**src/rtl/compare_pkg.sv**
```systemverilog
// compare_pkg: shared definitions for the sequential magnitude comparator.
//   - CMP_GT/CMP_EQ/CMP_LT : bit positions inside a {gt,eq,lt} result vector
//   - Y_GT/Y_EQ/Y_LT/Y_NONE: one-hot result constants (Y_NONE = no result)
//   - state_t              : controller states IDLE / BUSY / DONE
package compare_pkg;

    localparam int CMP_GT = 2;
    localparam int CMP_EQ = 1;
    localparam int CMP_LT = 0;

    localparam logic [2:0] Y_GT   = 3'b100;
    localparam logic [2:0] Y_EQ   = 3'b010;
    localparam logic [2:0] Y_LT   = 3'b001;
    localparam logic [2:0] Y_NONE = 3'b000;

    typedef enum logic [1:0] {
        IDLE = 2'd0,
        BUSY = 2'd1,
        DONE = 2'd2
    } state_t;

endpackage

```
**src/rtl/compare_chunk.sv**
```systemverilog
// compare_chunk: purely combinational CHUNK-bit unsigned magnitude compare.
//   a, b : CHUNK-bit unsigned operands
//   y    : one-hot {gt,eq,lt}
module compare_chunk
    import compare_pkg::*;
#(
    parameter int CHUNK = 4
) (
    input  logic [CHUNK-1:0] a,
    input  logic [CHUNK-1:0] b,
    output logic [2:0]       y
);

    always_comb begin
        // NOTE: every output of a combinational block gets a default before
        // any branch; a path that leaves it unassigned infers a latch.
        y = Y_NONE;
        if (a > b) begin
            y = Y_GT;
        end else if (a < b) begin
            y = Y_LT;
        end else begin
            y = Y_EQ;
        end
    end

endmodule

```
**src/rtl/compare_seq.sv**
```systemverilog
// compare_seq: multi-cycle WIDTH-bit magnitude comparator, CHUNK bits per
// cycle, MSB chunk first, stopping at the first differing chunk.
//   clk, rst_n          : clock, asynchronous active-low reset
//   in_valid / in_ready : operand handshake (a, b, signed_mode sampled on it)
//   a, b                : WIDTH-bit operands
//   signed_mode         : 1 = two's-complement compare (only if SIGNED_EN)
//   out_valid/out_ready : result handshake
//   y                   : result {gt,eq,lt}, one-hot while out_valid
//   busy                : high while a transaction is in flight or waiting
module compare_seq
    import compare_pkg::*;
#(
    parameter int WIDTH     = 16,
    parameter int CHUNK     = 4,
    parameter bit SIGNED_EN = 1'b1
) (
    input  logic             clk,
    input  logic             rst_n,
    input  logic             in_valid,
    output logic             in_ready,
    input  logic [WIDTH-1:0] a,
    input  logic [WIDTH-1:0] b,
    input  logic             signed_mode,
    output logic             out_valid,
    input  logic             out_ready,
    output logic [2:0]       y,
    output logic             busy
);

    generate
        if (CHUNK < 1) begin : g_bad_chunk
            $error("compare_seq: CHUNK must be >= 1");
        end else if (WIDTH % CHUNK != 0) begin : g_bad_width
            $error("compare_seq: WIDTH must be a multiple of CHUNK");
        end
    endgenerate

    localparam int NCHUNK = WIDTH / CHUNK;
    localparam int IDX_W  = (NCHUNK > 1) ? $clog2(NCHUNK) : 1;
    localparam logic [IDX_W-1:0] LAST_IDX = IDX_W'(NCHUNK - 1);
    localparam logic [WIDTH-1:0] MSB_MASK = WIDTH'(1) << (WIDTH - 1);

    state_t           state, state_nxt;
    logic [WIDTH-1:0] a_q, b_q;
    logic [IDX_W-1:0] idx;
    logic [2:0]       y_q;
    logic [2:0]       chunk_y;
    logic             accept;
    logic             decided;
    logic [WIDTH-1:0] flip;

    assign accept = in_valid && (state == IDLE);

    // Flipping the sign bit of both operands maps two's complement onto
    // offset binary, so every later compare can stay unsigned.
    assign flip = (SIGNED_EN && signed_mode) ? MSB_MASK : '0;

    // The operand registers shift left by CHUNK after each equal chunk, so
    // their top CHUNK bits always hold chunk idx of the captured operands.
    compare_chunk #(
        .CHUNK (CHUNK)
    ) u_chunk (
        .a (a_q[WIDTH-1 -: CHUNK]),
        .b (b_q[WIDTH-1 -: CHUNK]),
        .y (chunk_y)
    );

    // A differing chunk settles the result; so does the last chunk.
    assign decided = !chunk_y[CMP_EQ] || (idx == LAST_IDX);

    always_comb begin
        state_nxt = state;
        case (state)
            IDLE:    if (accept)    state_nxt = BUSY;
            BUSY:    if (decided)   state_nxt = DONE;
            DONE:    if (out_ready) state_nxt = IDLE;
            default:                state_nxt = IDLE;
        endcase
    end

    // NOTE: sequential state uses non-blocking assignments so every register
    // samples pre-edge values regardless of statement or process order.
    always_ff @(posedge clk or negedge rst_n) begin
        if (!rst_n) begin
            state <= IDLE;
        end else begin
            state <= state_nxt;
        end
    end

    always_ff @(posedge clk or negedge rst_n) begin
        if (!rst_n) begin
            a_q <= '0;
            b_q <= '0;
            idx <= '0;
            y_q <= Y_NONE;
        end else begin
            case (state)
                IDLE: begin
                    if (accept) begin
                        a_q <= a ^ flip;
                        b_q <= b ^ flip;
                        idx <= '0;
                    end
                end
                BUSY: begin
                    if (decided) begin
                        // chunk_y is already Y_EQ when the last chunk matches.
                        y_q <= chunk_y;
                    end else begin
                        a_q <= a_q << CHUNK;
                        b_q <= b_q << CHUNK;
                        idx <= idx + IDX_W'(1);
                    end
                end
                default: ;
            endcase
        end
    end

    assign in_ready  = (state == IDLE);
    assign out_valid = (state == DONE);
    assign busy      = (state != IDLE);
    assign y         = y_q;

endmodule
```
**config.mk**
```make
export PLATFORM = sky130hd
export DESIGN_NAME = compare_seq
export DESIGN_NICKNAME = d
export VERILOG_FILES = /design/src/rtl/compare_pkg.sv /design/src/rtl/compare_chunk.sv /design/src/rtl/compare_seq.sv
export SDC_FILE = /design/constraint.sdc
export NUM_CORES = 1
export LEC_CHECK = 0
export ABC_AREA = 1
export BUFFER_PORTS_ARGS = -buffer_cell sky130_fd_sc_hd__buf_2
export CORE_MARGIN = 2
export CORE_UTILIZATION = 45
export DETAILED_ROUTE_END_ITERATION = 7
export PLACE_DENSITY = 0.8
export SLEW_MARGIN = 10
export SYNTH_ARGS = -nofsm -noshare
export SYNTH_HDL_FRONTEND = slang
export SYNTH_SLANG_ARGS = --single-unit
export TNS_END_PERCENT = 50
```
**constraint.sdc**
```tcl
create_clock -name clk -period 1.4 [get_ports clk]
set_input_delay 0.28 -clock clk [delete_from_list [all_inputs] [get_ports clk]]
set_output_delay 0.28 -clock clk [all_outputs]
set_load 0.05 [all_outputs]
```
==> summary.md <==
| Metric | Value |
|---|---|
| Die Area | `5087 sq um` |
| Htree depth | `2` |
| Worst Path Arrival | `1.78 ns` |
| Status | `finished, violations left` |
| CTS tree | `built` |
| Fin nets | `365` |
| Setup total negative slack | `-6.687 ns` |
| Post-route DRC | `0` |
| Vias/cell | `4.906` |
| Post-route setup slack | `-0.2068 ns` |
| Post-synth net total | `314` |
| IO Pins | `43` |
| Cells after DPL | `366` |
| Max-slew headroom | `72.61%` |
| Final Slew Violations | `0` |
| Post-Route WL | `4.343 mm` |
| CP endpoint kind | `register` |
| DR vias | `1835` |
| Max cap viols | `0` |
| Port bufs | `42` |
| Leading cell type in the layout, fill and taps excluded | `nand2_1` |
| DP HPWL | `3.004 mm` |
| Clk sink count | `39` |
| Critical path class | `reg2reg` |
| Placeable Area | `4354 sq um` |
| Final Skew | `0.009192 ns` |
| WL met1 | `1.900 mm` |
| Final number of setup-violating endpoints | `40` |
| Hold Crit Class | `in2reg` |
| Peak VDD IR | `0.7951 mV` |
| GP Congestion | `0.8225` |
| Worst-Skew Late Latency | `0.29 ns` |
| Overall die height | `71.32 microns` |
| Vias in the first global route | `1723` |
| CP cell instances | `ha_4 -> nand2_4 -> nor3_4 -> nand3_4 -> buf_12 -> nand3_1 -> nand2_1` |
| #FFs+latches synth | `39` |
| FF-to-FF Start | `a_q[13]` |
| First-pass GRT wire length | `7.479 mm` |
| Final worst path period need | `1.607 ns` |
| Seq/Total Area, Yosys | `47.85%` |
| Largest net degree at the start of global routing | `28` |
| Critical path startpoint | `a_q[13]` |
| Slowest stage cell, crit path | `dfrtp_1` |
| Synthesis warning total | `0` |
| Worst-Margin Slew | `0.4102 ns` |
| Starting density of the core | `46.84%` |
| Gr usage total | `18.75%` |
| Mapped Area | `2039 sq um` |
| Critical path peak fanout | `27` |
| Failing checks | `setup timing` |
| Final std cells w/o fill | `374` |
| Cell count after synthesis | `272` |
| WL met3 | `197 microns` |
| Pleak | `1.423 nW` |
| Post-route ant nets | `0` |
| Top Metal Used | `met4` |
| CP startpoint kind | `register` |
| Max Freq | `622.3 MHz` |
| Syn_area_per_cell | `7.498 sq um` |
| Syn-to-layout area delta | `23.93%` |
| Die X | `71.32 microns` |
| GR Overflow Total | `0` |
| Synth cell types | `21` |
| ANT cells | `0` |
| Slowest stage delay, CP | `0.42 ns` |
| Root Driver | `clkbuf_8` |
| Worst-path clk slew | `0.08 ns` |
| Fillers | `398` |
| Initial DRT Pass Iterations | `4` |
| Worst hold start | `out_ready` |
| Max Buffers Root-to-Sink | `2` |
| Final hold viol count | `0` |
| Wirelength per Cell | `11.61 microns` |
| Period utilization | `114.8%` |
| Fraction of final layout cells sized beyond drive strength 1 | `24.22%` |
| Most frequent cells in the layout | `nand2_1 (145), buf_2 (39), dfrtp_1 (38)` |
| RSZ-0062 raised after global routing | `yes` |
| Initial antenna violation count | `0` |
| Required @ worst endpoint | `1.58 ns` |
| Detail Route met2 WL | `2.187 mm` |
| Iteration-0 DRC count of the detailed router | `76` |
| TritonCTS buffer count | `5` |
| Cell area power density | `2161 nW/um^2` |
| Row cnt | `24` |
==> registers in the layout, summed over array words and instances (netlist names) <==
name / count
y: 3
state: 2
b_q: 16
a_q: 16
idx: 2
==> through the flow <==
step	hold WS, ns	total power (W)	utilization (%)	worst slack, ns	cell area (sq um)
2_1_floorplan	-0.01559	0.003879	-	-0.07868	2047
3_3_place_gp	0.2288	0.004444	54.28	-0.1589	2364
3_5_place_dp	0.2245	0.004533	54.28	-0.2120	2364
4_1_cts	0.1669	0.005367	57.16	-0.1856	2489
5_1_grt	0.1809	0.005947	58.05	-0.2925	2527
6_report	0.1739	0.005462	58.05	-0.2068	2527
==> critical path, delay by kind of cell (launching register included) <==
kind,cells,cell delay (ns)
and+or+nand+nor,5,0.56
DFF,1,0.42
adders and majority gates,1,0.30
buffers and inverters,1,0.20
==> final cells by class <==
type / instances / area, sq um / share of cell area (%)
tap: 52 / 65.06 / 2.574
timing repair buffer: 57 / 361.6 / 14.31
multi-input combinational: 207 / 1002 / 39.65
inverter: 13 / 48.80 / 1.931
clock buffer: 6 / 72.57 / 2.871
sequential: 39 / 977.2 / 38.66
==> final timing paths <==
path | end | slack, ns | cells past startpoint
max in group asynchronous | state[0] | 0.50 | 3
min in group asynchronous | y[1] | 0.44 | 2
max reg2reg | a_q[0] | -0.21 | 7
min reg2reg | y[0] | 0.49 | 2
max | a_q[0] | -0.21 | 7
min | state[1] | 0.17 | 2
==> cell families (layout without fill, tap and decap cells) <==
logic type               after synthesis  count (layout)  synth area share [%]
XOR/XNOR                               2               2                0.8591
AND/OR/NAND/NOR                      193             193                 40.00
buffers and inverters                 26              76                 6.380
flip-flops                            39              39                 47.85
adder cells (fa/ha/maj)                5               5                 3.067
AO/OA/AOI/OAI                          7               7                 1.840
==> Yosys cell counts (all sizes together) <==
master	number	area, sq um
o31ai	1	7.510
ha	5	62.56
nand3	35	187.7
a21oi	1	5.000
inv	13	48.79
buf	10	70.06
dfrtp	39	975.9
nor3	1	16.27
nor2	6	30.03
o21ai	5	25.02
nand2	151	581.8
xnor2	2	17.52
clkbuf	3	11.26
==> metal layers <==
metal / vias to the layer above / track usage (%)
met1: 838 / 22.36
met3: 7 / 4.923
met4: 0 / 6.289
li1: 946 / -
met5: - / 0
met2: 44 / 32.82
==> where the power goes <==
group          total (W)  internal, W  switching (W)
registers        0.00198      0.00166       0.000328
clock network   0.000695     0.000332       0.000363
logic            0.00278      0.00108        0.00170
==> what timing repair did <==
| action | CTS | global route |
|---|---|---|
| setup buffers | 1 | 0 |
| cloned | 0 | 0 |
| hold endpoints to repair | 15 | 0 |
| pin swaps | 1 | 1 |
| hold buffers | 1 | 0 |
| resized for setup | 7 | 7 |
| setup endpoints to repair | 42 | 42 |
Power figures use the tool's default switching activity.
